### src/rtl/gpu_pkg.sv
// gpu_pkg: shared VRAM arbiter types and widths
// requester IDs, arbiter states, bus sizes
package gpu_pkg;

  localparam int VRAM_ADDR_W = 20;
  localparam int VRAM_DATA_W = 16;

  typedef enum logic [1:0] {
    REQ_NONE = 2'd0,
    REQ_DISP = 2'd1,
    REQ_XFER = 2'd2,
    REQ_DRAW = 2'd3
  } vram_req_id_t;

  typedef enum logic [1:0] {
    IDLE = 2'd0,
    OWN  = 2'd1,
    TURN = 2'd2
  } arb_state_t;

endpackage

### src/rtl/vram_rd_tag_pipe.sv
// vram_rd_tag_pipe: requester-ID shift pipe for reads
// tag_due marks data on the bus now, tag_out marks return
module vram_rd_tag_pipe
  import gpu_pkg::*;
#(
  parameter int DEPTH = 2
) (
  input  logic         clk,
  input  logic         rst,
  input  vram_req_id_t tag_in,
  output vram_req_id_t tag_due,
  output vram_req_id_t tag_out,
  output logic         nonempty
);

  vram_req_id_t pipe [DEPTH];

  // shift one slot per cycle, empty slots for writes/idle
  always_ff @(posedge clk or posedge rst) begin
    if (rst) begin
      for (int i = 0; i < DEPTH; i++)
        pipe[i] <= REQ_NONE;
    end else begin
      pipe[0] <= tag_in;
      for (int i = 1; i < DEPTH; i++)
        pipe[i] <= pipe[i-1];
    end
  end

  assign tag_due = pipe[DEPTH-2];
  assign tag_out = pipe[DEPTH-1];

  // any read still waiting for its data
  always_comb begin
    nonempty = 1'b0;
    for (int i = 0; i < DEPTH; i++)
      if (pipe[i] != REQ_NONE)
        nonempty = 1'b1;
  end

endmodule

### src/rtl/gpu_vram_arbiter.sv
// gpu_vram_arbiter: single-port VRAM arbiter
// disp > burst owner > xfer/draw round-robin
module gpu_vram_arbiter
  import gpu_pkg::*;
#(
  parameter int ADDR_W    = VRAM_ADDR_W,
  parameter int DATA_W    = VRAM_DATA_W,
  parameter int RD_LAT    = 1,
  parameter int MAX_BURST = 16
) (
  input  logic              clk,
  input  logic              rst,
  input  logic              disp_req,
  input  logic [ADDR_W-1:0] disp_addr,
  output logic              disp_gnt,
  output logic              disp_rvalid,
  input  logic              xfer_req,
  input  logic              xfer_we,
  input  logic [ADDR_W-1:0] xfer_addr,
  input  logic [DATA_W-1:0] xfer_wdata,
  output logic              xfer_gnt,
  output logic              xfer_rvalid,
  input  logic              draw_req,
  input  logic              draw_we,
  input  logic [ADDR_W-1:0] draw_addr,
  input  logic [DATA_W-1:0] draw_wdata,
  output logic              draw_gnt,
  output logic              draw_rvalid,
  output logic [DATA_W-1:0] rdata,
  output logic [ADDR_W-1:0] vram_addr,
  output logic [DATA_W-1:0] vram_wdata,
  output logic              vram_we,
  output logic              vram_oe,
  output logic              vram_drive,
  input  logic [DATA_W-1:0] vram_rdata
);

  localparam int CNT_W = $clog2(MAX_BURST + 1);
  localparam logic [CNT_W-1:0] MAX_CNT = CNT_W'(MAX_BURST);
  localparam logic [CNT_W-1:0] ONE_CNT = CNT_W'(1);

  arb_state_t   state, state_nx;
  vram_req_id_t owner, rr_ptr, win;
  vram_req_id_t tag_in, tag_due, tag_out;
  logic [CNT_W-1:0] burst_cnt;
  logic own_req, keep_own, new_burst;
  logic win_we, blk_raw, blk_war, acc, rd_busy;
  logic [ADDR_W-1:0] win_addr;
  logic [DATA_W-1:0] win_wdata;

  assign own_req =
    (owner == REQ_XFER && xfer_req) ||
    (owner == REQ_DRAW && draw_req);
  assign keep_own =
    state != IDLE && own_req &&
    burst_cnt != MAX_CNT;

  // winner: disp preempts, then owner, then round-robin
  always_comb begin
    win = REQ_NONE;
    if (disp_req) begin
      win = REQ_DISP;
    end else if (keep_own) begin
      win = owner;
    end else if (rr_ptr == REQ_DRAW) begin
      if (draw_req)      win = REQ_DRAW;
      else if (xfer_req) win = REQ_XFER;
    end else begin
      if (xfer_req)      win = REQ_XFER;
      else if (draw_req) win = REQ_DRAW;
    end
  end

  // route the winner's access fields
  always_comb begin
    win_we    = 1'b0;
    win_addr  = '0;
    win_wdata = '0;
    unique case (1'b1)
      (win == REQ_DISP): begin
        win_addr = disp_addr;
      end
      (win == REQ_XFER): begin
        win_we    = xfer_we;
        win_addr  = xfer_addr;
        win_wdata = xfer_wdata;
      end
      (win == REQ_DRAW): begin
        win_we    = draw_we;
        win_addr  = draw_addr;
        win_wdata = draw_wdata;
      end
      default: ;
    endcase
  end

  // read right after a write needs a turnaround cycle;
  // a write waits for all reads to return
  assign blk_raw = win != REQ_NONE && !win_we && vram_we;
  assign blk_war = win_we && rd_busy;
  assign new_burst = win != owner || burst_cnt == MAX_CNT;

  // next state from winner and hazards
  always_comb begin
    state_nx = IDLE;
    if (win != REQ_NONE)
      state_nx = blk_raw ? TURN : OWN;
  end

  // grant outputs: only an unblocked winner
  always_comb begin
    acc = !rst && win != REQ_NONE &&
          !blk_raw && !blk_war;
    disp_gnt = 1'b0;
    xfer_gnt = 1'b0;
    draw_gnt = 1'b0;
    unique case (1'b1)
      (acc && win == REQ_DISP): disp_gnt = 1'b1;
      (acc && win == REQ_XFER): xfer_gnt = 1'b1;
      (acc && win == REQ_DRAW): draw_gnt = 1'b1;
      default: ;
    endcase
  end

  // state, ownership, burst count and rr pointer
  always_ff @(posedge clk or posedge rst) begin
    if (rst) begin
      state     <= IDLE;
      owner     <= REQ_NONE;
      rr_ptr    <= REQ_XFER;
      burst_cnt <= '0;
    end else begin
      state <= state_nx;
      if (win == REQ_NONE) begin
        owner     <= REQ_NONE;
        burst_cnt <= '0;
      end else if (acc) begin
        if (new_burst) begin
          owner     <= win;
          burst_cnt <= ONE_CNT;
          if (win == REQ_XFER)      rr_ptr <= REQ_DRAW;
          else if (win == REQ_DRAW) rr_ptr <= REQ_XFER;
        end else if (burst_cnt != MAX_CNT) begin
          burst_cnt <= burst_cnt + ONE_CNT;
        end
      end
    end
  end

  // register the accepted access onto the VRAM pins
  always_ff @(posedge clk or posedge rst) begin
    if (rst) begin
      vram_addr  <= '0;
      vram_wdata <= '0;
      vram_we    <= 1'b0;
      vram_oe    <= 1'b0;
    end else begin
      vram_we <= acc && win_we;
      vram_oe <= acc && !win_we;
      if (acc) vram_addr <= win_addr;
      if (acc && win_we) vram_wdata <= win_wdata;
    end
  end

  assign vram_drive = vram_we;
  assign tag_in = (acc && !win_we) ? win : REQ_NONE;

  vram_rd_tag_pipe #(
    .DEPTH (RD_LAT + 1)
  ) u_tags (
    .clk      (clk),
    .rst      (rst),
    .tag_in   (tag_in),
    .tag_due  (tag_due),
    .tag_out  (tag_out),
    .nonempty (rd_busy)
  );

  // capture bus data on the edge the read is due
  always_ff @(posedge clk or posedge rst) begin
    if (rst) rdata <= '0;
    else     rdata <= (tag_due != REQ_NONE) ? vram_rdata : '0;
  end

  assign disp_rvalid = tag_out == REQ_DISP;
  assign xfer_rvalid = tag_out == REQ_XFER;
  assign draw_rvalid = tag_out == REQ_DRAW;

endmodule
### config.mk
export PLATFORM = sky130hd
export DESIGN_NAME = gpu_vram_arbiter
export DESIGN_NICKNAME = d
export VERILOG_FILES = /design/src/rtl/gpu_pkg.sv /design/src/rtl/vram_rd_tag_pipe.sv /design/src/rtl/gpu_vram_arbiter.sv
export SDC_FILE = /design/constraint.sdc
export NUM_CORES = 1
export LEC_CHECK = 0
export CAP_MARGIN = 20
export CELL_PAD_IN_SITES_DETAIL_PLACEMENT = 0
export CELL_PAD_IN_SITES_GLOBAL_PLACEMENT = 1
export CORE_ASPECT_RATIO = 1.25
export CORE_MARGIN = 2
export CORE_UTILIZATION = 32
export CTS_BUF_LIST = sky130_fd_sc_hd__clkbuf_8
export DETAILED_ROUTE_END_ITERATION = 10
export GPL_ROUTABILITY_DRIVEN = 0
export PLACE_DENSITY_LB_ADDON = 0.05
export SLEW_MARGIN = 30
export SYNTH_ARGS = -nofsm -noshare
export SYNTH_HDL_FRONTEND = slang
export SYNTH_SLANG_ARGS = --single-unit
### constraint.sdc
create_clock -name clk -period 5.15 [get_ports clk]
set_clock_uncertainty 0.05 [all_clocks]
set_input_delay 1.03 -clock clk [delete_from_list [all_inputs] [get_ports clk]]
set_output_delay 1.03 -clock clk [all_outputs]
set_load 0.02 [all_outputs]
## After elaboration in Yosys (flattened, before gate mapping)

Index checks and enable logic that the tools add are counted.

- Output and inout port bits: 61
- Register bits after elaboration: 69
- Word-level logic and storage cells: 86

- Reductions and logical operators: 33
- Bitwise logic cells: 1
- Add/sub/neg operators: 1
- Equal/unequal tests: 12
- Multiplexer cells: 28

Operators with widths:

| kind | count |
|---|---|
| $pmux 20 s3 | 1 |
| $pmux 16 s2 | 1 |
| $mux 2 | 15 |
| $mux 5 | 4 |
| $mux 16 | 1 |
| $logic_and 1x1->1 | 15 |
| $eq 2x2->1 const B | 7 |
| $reduce_bool 2->1 | 7 |
| $add 5x1->5 const B | 1 |
| $eq 5x5->1 const B | 1 |
| $mux 1 | 5 |
| $ne 5x5->1 const B | 1 |
| $eq 2x1->1 const B | 2 |
| $logic_not 1->1 | 4 |
| $reduce_and 2->1 | 2 |
| $reduce_and 4->1 | 1 |
| $reduce_bool 3->1 | 1 |
| $logic_not 2->1 | 1 |
| $logic_or 1x1->1 | 2 |
| $ne 2x2->1 | 1 |
| $pmux 1 s2 | 1 |
| $not 1->1 | 1 |

## Logic depth before layout (Yosys ltp)

Gate-level depths: netlist (run 1).

- Depth after elaboration: 17
- Gate-level depth with buffers: 10

## By module

From an unflattened synthesis (run 1), not the netlist that was laid out.

- Cells, all modules: 314
- Area total of the unflattened synthesis: 3266.9 um^2

By module, submodules not included:

| module | times used | area each (um^2) | cells an instance |
|---|---|---|---|
| gpu_vram_arbiter | 1 | 3155.5 | 308 |
| vram_rd_tag_pipe | 1 | 111.4 | 6 |

## Least setup slack after synthesis (run 1)

No wires, ideal clock.

- Path type: input-to-output
- Start: in disp_req
- End: out disp_gnt
- Slack: 1.228 ns
- Stages on the path: 7
- Arrival: 2.842 ns
- Required time: 4.070 ns
- Cell sequence: clkbuf_1 and3b_1 o311a_2 or4_4 a21oi_4 buf_6 and2_1

- Word-level cells in the longest chain between the ends: 11

Ends and longest elaborated chain:

| item | line | RTL |
|---|---|---|
| from (decl) | gpu_vram_arbiter.sv:13 | `input logic disp_req,` |
| $mux 2 * | gpu_vram_arbiter.sv:61 | `if (disp_req) begin` |
| $eq 2x2->1 (on tied branches) | gpu_vram_arbiter.sv:88, gpu_vram_arbiter.sv:83 |  |
| $pmux 1 s2 | gpu_vram_arbiter.sv:79 | `unique case (1'b1)` |
| $logic_not 1->1 | gpu_vram_arbiter.sv:99 | `assign blk_raw = win != REQ_NONE && !win_we && vram_we;` |
| $logic_and 1x1->1 (2 in a row) | gpu_vram_arbiter.sv:99 |  |
| $logic_not 1->1 | gpu_vram_arbiter.sv:113 | `!blk_raw && !blk_war;` |
| $logic_and 1x1->1 | gpu_vram_arbiter.sv:112 | `acc = !rst && win != REQ_NONE &&` |
| $logic_and 1x1->1 | gpu_vram_arbiter.sv:113 |  |
| $logic_and 1x1->1 * | gpu_vram_arbiter.sv:118 | `(acc && win == REQ_DISP): disp_gnt = 1'b1;` |
| $mux 1 * | gpu_vram_arbiter.sv:117 | `unique case (1'b1)` |
| to (decl) | gpu_vram_arbiter.sv:15 | `output logic disp_gnt,` |

Mark *: on every way between the ends. The rest lies on a longest branch, timed or not.

## Worst setup path in the final report (run 1)

- Start: in draw_req
- End: out xfer_gnt

- Word-level cells in the longest chain between the ends: 16

Ends and longest elaborated chain:

| item | line | RTL |
|---|---|---|
| from (decl) | gpu_vram_arbiter.sv:23 | `input logic draw_req,` |
| parallel branches: the longest is 4 deep, another holds $mux 2 | - |  |
| $mux 2 * | gpu_vram_arbiter.sv:63 | `end else if (keep_own) begin` |
| $mux 2 * | gpu_vram_arbiter.sv:61 |  |
| $eq 2x2->1 (on tied branches) | gpu_vram_arbiter.sv:88, gpu_vram_arbiter.sv:83, gpu_vram_arbiter.sv:119 |  |
| $pmux 1 s2 | gpu_vram_arbiter.sv:79 |  |
| $logic_not 1->1 | gpu_vram_arbiter.sv:99 |  |
| $logic_and 1x1->1 (2 in a row) | gpu_vram_arbiter.sv:99 |  |
| $logic_not 1->1 | gpu_vram_arbiter.sv:113 |  |
| $logic_and 1x1->1 | gpu_vram_arbiter.sv:112 |  |
| $logic_and 1x1->1 | gpu_vram_arbiter.sv:113 |  |
| $logic_and 1x1->1 * | gpu_vram_arbiter.sv:119 | `(acc && win == REQ_XFER): xfer_gnt = 1'b1;` |
| $mux 1 * | gpu_vram_arbiter.sv:117 |  |
| to (decl) | gpu_vram_arbiter.sv:21 | `output logic xfer_gnt,` |

Mark *: on every way between the ends.

==> results of run 1 <==
sequential cells by signal, summed over array words and instances (netlist names):
register and flops:
u_tags.tag_out 2, rdata 16, u_tags.tag_due 2, owner 2, state 2, vram_drive 1, burst_cnt 5, vram_wdata 16
vram_addr 20, rr_ptr 1, vram_oe 1
routing by layer:
layer	wire length [um]	vias to the layer above	global-route usage
li1	-	1541	-
met1	3890	1484	0.213
met2	5350	105	0.311
met3	781	19	0.0578
met4	292	0	0.0871
met5	0	-	0
synth_stat cells (2+ instances only):
cell,number,area (um^2)
o21ai_0,3,15.0
nor2_1,22,82.6
mux2i_1,23,230
a21oi_1,40,200
nor2b_1,39,244
ha_1,2,25.0
nand2_1,7,26.3
dfrtp_1,68,1700
and2_1,4,25.0
o21a_1,2,15.0
clkbuf_1,17,63.8
nand3_1,2,10.0
buf_6,2,22.5
a2bb2oi_1,20,175
o211ai_1,2,15.0
or3_1,3,18.8
nand2b_1,3,18.8
a22oi_1,16,120
nor3_1,4,20.0
nor4_1,3,18.8
inv_1,27,101
critical path, cell delays in order:
cell and delay, ns:
clkdlybuf4s50_1 0.59, nand2_1 0.10, o311a_2 0.41, or4_4 0.54, a21oi_4 0.30, and2_1 0.18, clkdlybuf4s50_1 0.60
power groups by stage:
stage	logic (W)	clock network [W]	registers (W)
global route	0.000969	0.000581	0.000788
CTS	0.000908	0.000560	0.000771
finish	0.000895	0.000545	0.000767
global placement	0.000902	0	0.000768
floorplan	0.000301	0	0.000924
detailed placement	0.000906	0	0.000775
area by class of cell:
cell class	count	area (um^2)	area share
clock inverters	7	124	0.0222
inverters	27	103	0.0184
clock buffers	9	124	0.0222
repair buffers	186	1840	0.329
multi-input cells	222	1530	0.274
well taps	132	165	0.0296
flip-flops and latches	68	1700	0.305
through the flow:
| step | cell area, um^2 | hold slack [ns] | setup WS (ns) |
|---|---|---|---|
| 2_1_floorplan | 3420 | 0.325 | 1.23 |
| 3_3_place_gp | 5330 | 0.337 | 0.378 |
| 3_5_place_dp | 5330 | 0.351 | 0.352 |
| 4_1_cts | 5580 | 0.372 | 0.335 |
| 5_1_grt | 5580 | 0.387 | 0.205 |
| 6_report | 5580 | 0.371 | 0.330 |
cell usage in the layout (no fill, tap or decap), types with 4 or more instances in the layout:
cell type,synthesis,final
a21oi_1,40,40
and2_1,4,4
a22oi_1,16,16
clkdlybuf4s50_1,0,175
buf_4,1,10
mux2i_1,23,23
clkbuf_8,0,9
inv_1,27,26
nand2_1,7,7
nor3_1,4,4
a2bb2oi_1,20,20
dfrtp_1,68,68
nor2b_1,39,39
nor2_1,22,20
logic make-up (layout without fill, tap and decap cells):
logic type / Yosys count / after routing / share of synthesized area
mux: 24 / 24 / 0.0707
compound gates: 96 / 96 / 0.194
flops: 68 / 68 / 0.498
xor+xnor: 1 / 1 / 0.00256
buf+inv: 47 / 229 / 0.0571
fa+ha+maj: 2 / 2 / 0.00732
simple gates: 99 / 99 / 0.170
worst paths after layout:
check	start	end	slack, ns	cells after the start
setup / recovery	draw_req	xfer_gnt	0.33	7
hold / removal	u_tags.tag_due[1]	u_tags.tag_out[1]	0.37	0
setup reg to reg	burst_cnt[0]	vram_addr[4]	2.16	9
hold reg to reg	u_tags.tag_due[1]	u_tags.tag_out[1]	0.37	0
max in group asynchronous	rst	vram_wdata[14]	3.26	3
min in group asynchronous	rst	vram_addr[9]	1.33	3
==> results.md, run 1 <==
GRT:
- The first global-routing pass estimated 16,100 um of wire.
- Entering global routing, the biggest net connects 70 pins.
- The number of global-route vias before repair was 3,155.
- The global-route congestion overflow total is 0.
- For this run, the total global-route usage over all layers was measured as 0.186.
- The initial antenna violation count is 0.

Worst hold path:
- The class of the tightest hold or removal check is flip-flop to flip-flop.

Detailed routing:
- For this run, design rule violations remaining after detail routing come to 0.
- The number of antenna-violating nets in the routed design is 0.
- In the final routed layout, each cell accounts on average for 15.8 um.
- The detailed router finished its first iteration with 73 violations.
- The final route contains 3,149 vias.
- After detailed routing, the number of vias per cell comes to 4.84.
- After detailed routing, the total wire length is 10,300 um.
- The number of iterations in the first detailed-routing pass is 4.

Power:
- The worst-case IR drop observed on VDD is 204 uV.
- Internal power comes to 0.00145 W.
- Of the total power, registers draw 0.348.
- Summing internal, switching and leakage power gives 0.00221 W.
- The power density of the placed cells is 395 nW/um^2.
- The share of total power dissipated in combinational logic is 0.406.
- The static leakage is 2.38 nW.
- The proportion of total power due to net switching is 0.341.
- The clock share of power is 0.247.
- The total net switching power is 0.000752 W.

Worst setup path:
- STA classifies the critical path endpoint as an output pin.
- The kind of start point of the critical path is a primary input.
- Data on the critical path is required at its endpoint by 4.07 ns.
- In this run the worst path has a maximum fanout of 8.
- The arrival time of the worst setup path is 3.74 ns.
- The critical path in this run is classified as primary input to output pin.

Cells and area:
- Compared with the post-synthesis result, the final layout area differs by 63.5%.
- The share of final-layout standard cells stronger than drive strength 1 is 0.0694.
- Once layout is complete, the cells apart from fillers number 651.
- The number of nets in the finished design is 631.
- The number of fill cells in the layout is 984.
- The final standard cell utilization of the core is 0.531.
- The final antenna diode count is 0.

Clocking:
- The worst-skew pair later-pin latency is 0.34 ns.
- The number of cells upsized or downsized after cts is 0.
- TritonCTS built the clock tree.
- The clock tree root driver cell is clkbuf_8.
- The buffers inserted during post-CTS setup optimization is 0.
- The maximum clock insertion buffer count is 2.
- Hold repair after CTS inserted 0 buffers.
- The number of H-tree branching levels is 3.
- Counting the buffers created by CTS gives 9.
- The TritonCTS sink count is 68.
- The CTS clock-pin slew for the worst setup and hold paths is 0.07 ns.

STA:
- Setup repair after global routing left no endpoint under its margin.
- The clock period could shrink to 4.82 ns.
- In the finished design, the share of the clock period the worst path needs comes to 0.936.
- The total count of hold-check failures in the final report is 0.
- Setup violations remaining at the end of the flow were counted as 0.
- For the pin with the worst max-slew slack, the measured transition is 0.681 ns.
- The number of slew-limit violations in the final report is 0.
- The worst-case headroom to the max-slew limit is 0.546.
- Derived from the worst setup path, the maximum achievable clock frequency is 0.207 GHz.
- The sum of negative setup slack is 0 ns.

Synthesis:
- Counting distinct cell types in the post-synthesis netlist gives 49.
- Summing every instance area after synthesis gives 3420 um^2.
- The number of synthesis warnings is 0.
- Counting every instance in the synthesized netlist gives 337.
- For this run, the register share of the synthesized area comes to 0.498.
- The number of synthesized flops with an enable pin is 0.
- For this run, asynchronously set or reset flops after synthesis account for 1.00.
- The post-synthesis register bit count is 68.
- The post-synthesis area per instance is 10.1 um^2.
- The most used flip-flop cell after synthesis is dfrtp_1.
- Counting every net in the synthesized netlist gives 454.

Floorplan:
- The number of placement rows is 42.
- The placeable core region is 10,500 um^2.
- For this configuration, the core starts out at a cell density of 0.325.
- The die is 96.4 um wide.
- For this design the top-level I/O count stands at 176.
- The die is 120 um tall.
- The die outline area is 11,500 um^2.

Placement:
- The half-perimeter wire length after placement is 7750 um.
- The count of placed standard cells including taps is 635.
- The number of port buffers is 175.

Status:
- The flow ran to the end, and the final reports show no timing, DRC or antenna violations.

Job:
- The max-capacitance violation count is 0.
(Power assumes the default switching activity.)
==> inputs of run 2 (changes only) <==
--- a/config.mk
+++ b/config.mk
@@ -14,7 +14,7 @@
 export CTS_BUF_LIST = sky130_fd_sc_hd__clkbuf_8
 export DETAILED_ROUTE_END_ITERATION = 10
 export GPL_ROUTABILITY_DRIVEN = 0
-export PLACE_DENSITY_LB_ADDON = 0.05
+export PLACE_DENSITY_LB_ADDON = 0.1
 export SLEW_MARGIN = 30
 export SYNTH_ARGS = -nofsm -noshare
 export SYNTH_HDL_FRONTEND = slang
==> run 2 against run 1 <==
  * Flip-flop and latch count is the same
  * Sequential share of layout area up 0.39 points
  * Core utilization shrank 0.68 points
  * Die area is the same
  * Clock power decreased by 20%
  * Largest power group unchanged
==> results.md, run 2 (synthesized netlist as in run 1, its figures left out) <==
Clocking:
- The clock tree root driver cell is clkbuf_8.
- The number of buffers added by the clock tree synthesis step is 9 (unchanged).
- The CTS tree is done.
- The CTS clock-pin slew for the worst setup and hold paths came to 0.07 ns (about the same).
- The post-cts hold buffer count was 0 (unchanged).
- The worst-skew pair later-pin latency is 0.34 ns (about the same).
- The number of cells upsized or downsized after cts is 0 (unchanged).
- The maximum clock insertion buffer count is 2 (unchanged).
- The number of H-tree branching levels is 3 (unchanged).
- The buffers inserted during post-CTS setup optimization is 0 (unchanged).
- The TritonCTS sink count is 68 (unchanged).

Worst setup path:
- The number of buffer and inverter instances along the worst setup path was 2 (unchanged).
- The arrival time of the worst setup path was 3.88 ns (+0.14 ns).
- By instance count, the cell type seen most on the critical path is clkdlybuf4s50_1.
- Walking the worst path, the cells encountered are clkdlybuf4s50_1 > nand2_1 > o311a_2 > or4_4 > a21oi_4 > and2_1 > clkdlybuf4s50_1.
- The maximum single-stage delay on the critical path is 0.63 ns (+0.03 ns).
- The worst-path maximum fanout is 9 (+1).
- The category of cells accounting for the largest share of critical-path delay is buffers and inverters.
- The kind of start point of the critical path is a primary input.
- The setup path with the least slack is of type primary input to output pin.
- The critical path required time is 4.07 ns (about the same).
- Among all stages on the critical path, the largest delay is contributed by clkdlybuf4s50_1.
- The endpoint kind of the worst setup timing path is an output pin.

GRT:
- The maximum number of pins on one net before global-route repair came to 70 (unchanged).
- The global-route congestion overflow total is 0 (unchanged).
- The overall fraction of global-route tracks in use is 0.174 (-0.0121).
- The first-pass GRT wire length is 15,300 um (-5.5%).
- The number of global-route vias before repair was 3,178 (+0.73%).
- The initial antenna violation count is 0 (unchanged).

STA:
- The worst-case headroom to the max-slew limit is 0.542 (-0.00317).
- The number of slew-limit violations in the final report was 0 (unchanged).
- The share of the clock period used by the worst path after layout is 0.964 (+0.0276).
- The sum of negative setup slack is 0 ns (unchanged).
- Setup repair after global routing left no endpoint under its margin.
- The total count of hold-check failures in the final report is 0 (unchanged).
- The highest achievable clock rate is 0.202 GHz (-2.9%).
- The number of setup violations in the final report came to 0 (unchanged).
- The final worst setup slack is 0.188 ns (-0.142 ns).
- The shortest period the worst path allows is 4.96 ns (+0.142 ns).
- The slew at the pin closest to its max-slew limit is 0.680 ns (-0.000784 ns).

Cells and area:
- The register ranked first by flip-flop count is vram_addr.
- The number of flip-flops under the largest register name was 20 (unchanged).
- The number of nets in the finished design is 630 (-0.16%).
- The count of non-filler cells in the finished layout came to 648 (-0.46%).
- The final standard cell utilization of the core is 0.525 (-0.00679).
- The largest registers in the layout are vram_addr (20), rdata (16), vram_wdata (16).
- The sequential standard cell area was 1700 um^2 (unchanged).
- The final antenna diode count came to 0 (unchanged).
- The area of the multi-input gates is 1520 um^2 (-0.33%).
- The share of final-layout standard cells stronger than drive strength 1 is 0.0620 (-0.00735).
- In the layout the commonest cells are clkdlybuf4s50_1, dfrtp_1, a21oi_1.
- The commonest non-fill, non-tap cell in the layout is clkdlybuf4s50_1.
- The number of fill cells in the layout is 994 (+1.0%).
- Compared with the post-synthesis result, the final layout area differs by 61.4%.

Floorplan:
- The number of placement rows is 42 (unchanged).
- The starting density of the core was 0.325 (unchanged).
- The floorplan die height was 120 um (unchanged).
- The die outline area is 11,500 um^2 (unchanged).
- The chip width is 96.4 um (unchanged).
- The placeable core region came to 10,500 um^2 (unchanged).
- The number of top-level design ports is 176 (unchanged).

Job:
- The max-capacitance violation count is 0 (unchanged).

Power:
- The static leakage was 2.35 nW (-0.97%).
- The total chip power is 0.00209 W (-5.1%).
- The highest ir drop seen on vdd came to 180 uV (-11%).
- The power density of the placed cells came to 380 nW/um^2 (-3.9%).

Placement:
- The count of placed standard cells including taps came to 634 (-0.16%).
- The number of port buffers was 175 (unchanged).
- The worst slack at placement came to 0.197 ns (-0.155 ns).
- The half-perimeter wire length after placement is 7270 um (-6.2%).

Worst hold path:
- The class of the tightest hold or removal check is flip-flop to flip-flop.

Detailed routing:
- The detailed-route vias per instance is 4.82 (-0.30%).
- The number of antenna-violating nets in the routed design was 0 (unchanged).
- The count of routing violations after the opening detailed-route iteration was 107 (+47%).
- The average wire length per cell after detail routing is 15.5 um (-2.3%).
- The detailed-route via count is 3,125 (-0.76%).
- The DRC violation count after routing is 0 (unchanged).
- The wire length reported by the detailed router is 10,000 um (-2.8%).
- The number of iterations in the first detailed-routing pass is 4 (unchanged).

Status:
- The run finished with clean final reports.
run 2: power breakdown:
group,internal [W],switching [W],leakage (nW),total [W]
clock network,0.000242,0.000195,0.102,0.000438
logic,0.000449,0.000442,1.42,0.000892
registers,0.000680,0.0000849,0.832,0.000765
run 2: path summary, 6_finish.rpt:
check	from	end	slack (ns)	cells past startpoint
setup / recovery	draw_req	draw_gnt	0.19	7
hold / removal	u_tags.tag_due[0]	u_tags.tag_out[0]	0.38	0
setup reg to reg	burst_cnt[0]	vram_addr[18]	2.08	9
hold reg to reg	u_tags.tag_due[0]	u_tags.tag_out[0]	0.38	0
max in group asynchronous	rst	rdata[3]	3.23	3
min in group asynchronous	rst	state[0]	1.36	3
run 2: routing by layer:
| layer | up-vias | GRT usage | share of wire |
|---|---|---|---|
| li1 | 1536 | - | - |
| met1 | 1441 | 0.193 | 0.39 |
| met2 | 131 | 0.291 | 0.49 |
| met3 | 17 | 0.0678 | 0.10 |
| met4 | 0 | 0.0722 | 0.021 |
| met5 | - | 0 | 0 |
run 2: final cells by class:
class                      count  area share
timing repair buffer         185       0.332
sequential                    68       0.309
multi-input combinational    222       0.276
tap                          132      0.0300
clock buffer                  11      0.0275
inverter                      27      0.0184
clock inverter                 3     0.00704
run 2: per-stage QoR:
stage               cell area, um^2  hold WS, ns
global placement               5320        0.346
global route                   5510        0.398
CTS                            5510        0.389
finish                         5510        0.380
floorplan                      3420        0.325
detailed placement             5320        0.372
run 2: worst register-to-register path: cells and delay by family, from the launching register on:
kind / cells / cell delay [ns]
adders and majority gates: 1 / 0.19
AOI/OAI and AO/OA: 3 / 0.76
muxes: 1 / 0.24
DFF: 1 / 0.40
and+or+nand+nor: 2 / 0.87
buffers and inverters: 2 / 0.49
==> inputs of run 3 (changes only) <==
--- a/config.mk
+++ b/config.mk
@@ -11,9 +11,10 @@
 export CORE_ASPECT_RATIO = 1.25
 export CORE_MARGIN = 2
 export CORE_UTILIZATION = 32
-export CTS_BUF_LIST = sky130_fd_sc_hd__clkbuf_8
+export CTS_BUF_LIST = sky130_fd_sc_hd__clkbuf_2 sky130_fd_sc_hd__clkbuf_4 sky130_fd_sc_hd__clkbuf_8
 export DETAILED_ROUTE_END_ITERATION = 10
 export GPL_ROUTABILITY_DRIVEN = 0
+export GPL_TIMING_DRIVEN = 0
 export PLACE_DENSITY_LB_ADDON = 0.1
 export SLEW_MARGIN = 30
 export SYNTH_ARGS = -nofsm -noshare
==> run 3 against run 2 <==
  * Clock power rose by 6.2%
  * Non-clock buffer count is 11 higher
  * Maximum frequency grew 0.58%
  * Setup slack improved by 0.029 ns
  * Wire length increased by 4.8%
  * Via count is 2.7% higher
  * Sequential power hardly changed
  * Combinational power increased by 0.8%
  * First-iteration DRC count down 21%
  * Final cell count rose by 1.9%
  * Total power grew 1.5%
  * Largest power group unchanged
==> results.md, run 3 (synthesized netlist as in run 1, its figures left out) <==
Status:
- The flow ran to the end, and the final reports show no timing, DRC or antenna violations.

Clocking:
- The worst-skew pair later-pin latency is 0.35 ns (about the same).
- The maximum clock insertion buffer count is 2 (unchanged).
- The number of H-tree branching levels is 3 (unchanged).
- The TritonCTS sink count is 68 (unchanged).
- CTS placed an instance of clkbuf_8 at the clock tree root.
- The number of buffers added by the clock tree synthesis step is 9 (unchanged).
- The CTS clock-pin slew for the worst setup and hold paths is 0.07 ns (about the same).
- The CTS tree is done.

Worst setup path:
- The worst register-to-register path ends at vram_addr[14].
- The worst-path maximum fanout is 10 (+1).
- The arrival time of the worst setup path is 3.85 ns (-0.03 ns).
- The cell with the largest stage delay on the worst path is clkdlybuf4s50_1.
- Among the stages of the critical path, the cell type that occurs most often is clkdlybuf4s50_1.
- The worst setup path is of the primary input to output pin kind.
- The critical path required time is 4.07 ns (about the same).
- The logic depth of the worst setup path including buffers is 9 (+2).
- The launch point of the worst reg-to-reg path is burst_cnt[0].
- On the critical path the largest part of the delay comes from buffers and inverters.
- In this run the worst setup path terminates at draw_gnt.
- The endpoint kind of the worst setup timing path is an output pin.
- The worst reg2reg path depth was 10 (+1).
- The timing startpoint of the critical path is xfer_req.
- The worst reg-to-reg setup slack is 2.18 ns (+0.10 ns).
- The kind of start point of the critical path is a primary input.
- Walking the worst path, the cells encountered are clkdlybuf4s50_1 > nand2b_1 > nand4_1 > a21oi_1 > o21ai_0 > a21oi_4 > buf_6 > and2_1 > clkdlybuf4s50_1.
- The maximum single-stage delay on the critical path is 0.61 ns (-0.02 ns).
- The number of buffer and inverter instances along the worst setup path is 3 (+1).

Cells and area:
- The final antenna diode count is 0 (unchanged).
- More flip-flops sit in one register than any other, and that register is vram_addr.
- The final standard cell utilization of the core is 0.530 (+0.00548).
- The number of nets in the finished design was 641 (+1.7%).
- The library cell used most frequently in the layout, excluding fill and tap cells, is clkdlybuf4s50_1.
- The sequential standard cell area is 1700 um^2 (unchanged).
- The area of the multi-input gates was 1530 um^2 (+0.16%).
- The largest registers in the layout are vram_addr (20), rdata (16), vram_wdata (16).
- In the layout the commonest cells are clkdlybuf4s50_1, dfrtp_1, a21oi_1.
- The count of non-filler cells in the finished layout is 660 (+1.9%).
- The number of fill cells in the layout is 995 (+0.10%).
- The layout overhead on the synthesized area is 63.1%.
- The share of final-layout standard cells stronger than drive strength 1 is 0.0530 (-0.00899).
- The number of flip-flops under the largest register name is 20 (unchanged).

Detailed routing:
- The wire length reported by the detailed router is 10,500 um (+4.8%).
- The average wire length per cell after detail routing was 15.9 um (+2.9%).
- The number of antenna-violating nets in the routed design is 0 (unchanged).
- The number of iterations in the first detailed-routing pass came to 4 (unchanged).
- The count of routing violations after the opening detailed-route iteration is 85 (-21%).
- The detailed-route via count is 3,209 (+2.7%).
- The detailed-route vias per instance is 4.86 (+0.82%).
- The DRC violation count after routing is 0 (unchanged).

Floorplan:
- The number of placement rows came to 42 (unchanged).
- The placeable core region was 10,500 um^2 (unchanged).
- The number of top-level design ports is 176 (unchanged).
- The die outline area was 11,500 um^2 (unchanged).
- The floorplan die height is 120 um (unchanged).
- The starting density of the core is 0.325 (unchanged).
- The chip width is 96.4 um (unchanged).

Job:
- The max-capacitance violation count is 0 (unchanged).

Power:
- The clock share of power was 0.219 (+0.010).
- The proportion of total power due to net switching is 0.340 (-0.00497).
- The sequential cell fraction of total power came to 0.358 (-0.007).
- The total net switching power is 0.000723 W (about the same).
- The total chip power is 0.00213 W (+1.5%).
- The cell-internal power is 0.00140 W (+2.3%).
- The highest ir drop seen on vdd is 229 uV (+27%).
- The relative contribution of combinational cells to total power is 0.423 (-0.003).
- The power density of the placed cells is 382 nW/um^2 (+0.47%).
- The static leakage was 2.36 nW (+0.19%).

Placement:
- The number of port buffers was 174 (-0.57%).
- The half-perimeter wire length after placement is 7890 um (+8.6%).
- The worst slack at placement is -0.0784 ns (-0.275 ns).
- The count of placed standard cells including taps was 644 (+1.6%).

STA:
- The share of the clock period used by the worst path after layout is 0.958 (-0.00553).
- The final worst setup slack is 0.216 ns (+0.0285 ns).
- The number of slew-limit violations in the final report was 0 (unchanged).
- The slew at the pin closest to its max-slew limit is 0.743 ns (+0.0630 ns).
- The shortest period the worst path allows is 4.93 ns (-0.0285 ns).
- The final hold slack is 0.361 ns (-0.0196 ns).
- The number of setup violations in the final report is 0 (unchanged).
- Setup repair after global routing left no endpoint under its margin.
- The worst-case headroom to the max-slew limit came to 0.501 (-0.0417).
- The highest achievable clock rate is 0.203 GHz (+0.58%).
- The total count of hold-check failures in the final report is 0 (unchanged).

GRT:
- The maximum number of pins on one net before global-route repair is 42 (-40%).
- The overall fraction of global-route tracks in use is 0.187 (+0.0136).
- The first-pass GRT wire length came to 16,500 um (+8.0%).
- The initial antenna violation count is 0 (unchanged).
- The global-route congestion overflow total is 0 (unchanged).
- The number of global-route vias before repair was 3,319 (+4.4%).

Worst hold path:
- The path class of the tightest hold or removal check is flip-flop to flip-flop.
-- run 3: cell count changes in the layout (fill, tap and decap cells not counted), moves of 2 or more --
| cell | delta |
|---|---|
| clkbuf_4 | +2 |
| nor2_2 | -2 |
| buf_4 | -7 |
| clkbuf_1 | +17 |
-- run 3: power groups by stage --
stage,combinational [W],sequential (W),clock [W]
2_1_floorplan,0.000301,0.000924,0
3_3_place_gp,0.000897,0.000765,0
3_5_place_dp,0.000906,0.000770,0
4_1_cts,0.000912,0.000763,0.000482
5_1_grt,0.000975,0.000779,0.000502
6_report,0.000899,0.000762,0.000465
-- run 3: worst reg2reg max path: cells and delay by family, from the launching register on --
family | cells | cell delay [ns]
adders and majority gates | 1 | 0.18
and+or+nand+nor | 1 | 0.33
buffers and inverters | 3 | 0.52
AOI/OAI and AO/OA | 4 | 1.20
DFF | 1 | 0.40
muxes | 1 | 0.22
-- run 3: through the flow --
stage	setup TNS, ns	cell area [um^2]
final	0	5570
after global placement	-0.340	5320
after global routing	0	5570
after detailed placement	-0.0839	5350
after floorplan	0	3420
after CTS	0	5570
-- run 3: timing repair --
action | CTS | global route
hold buffers | 0 | 0
buffers inserted | 1 | 0
pin swaps | 1 | 0
endpoints found under the hold margin | 0 | 0
endpoints found under the setup margin | 3 | 1
resized for setup | 1 | 1
-- run 3: area by class of cell --
type                    count  area share
repair buffers            176       0.318
well taps                 132      0.0296
clock inverters             1     0.00539
flip-flops and latches     68       0.305
plain buffers              20      0.0168
inverters                  27      0.0186
multi-input cells         222       0.274
clock buffers              14      0.0323
-- run 3: how the worst min path moves through the flow --
stage,startpoint,end,slack (ns),cells past startpoint
after global placement,u_tags.tag_due[1],u_tags.tag_out[1],0.34,0
after floorplan,u_tags.tag_due[1],u_tags.tag_out[1],0.32,0
after detailed placement,u_tags.tag_due[1],u_tags.tag_out[1],0.35,0
after CTS,u_tags.tag_due[1],u_tags.tag_out[1],0.36,0
after global routing,u_tags.tag_due[1],u_tags.tag_out[1],0.38,0
final,u_tags.tag_due[1],u_tags.tag_out[1],0.36,0
-- run 3: metal layers --
metal | vias to the layer above | global-route usage | wire length, um
met3 | 16 | 0.0659 | 1010
met5 | - | 0 | 0
met2 | 122 | 0.305 | 5090
met1 | 1513 | 0.220 | 4130
met4 | 0 | 0.0819 | 273
li1 | 1558 | - | -
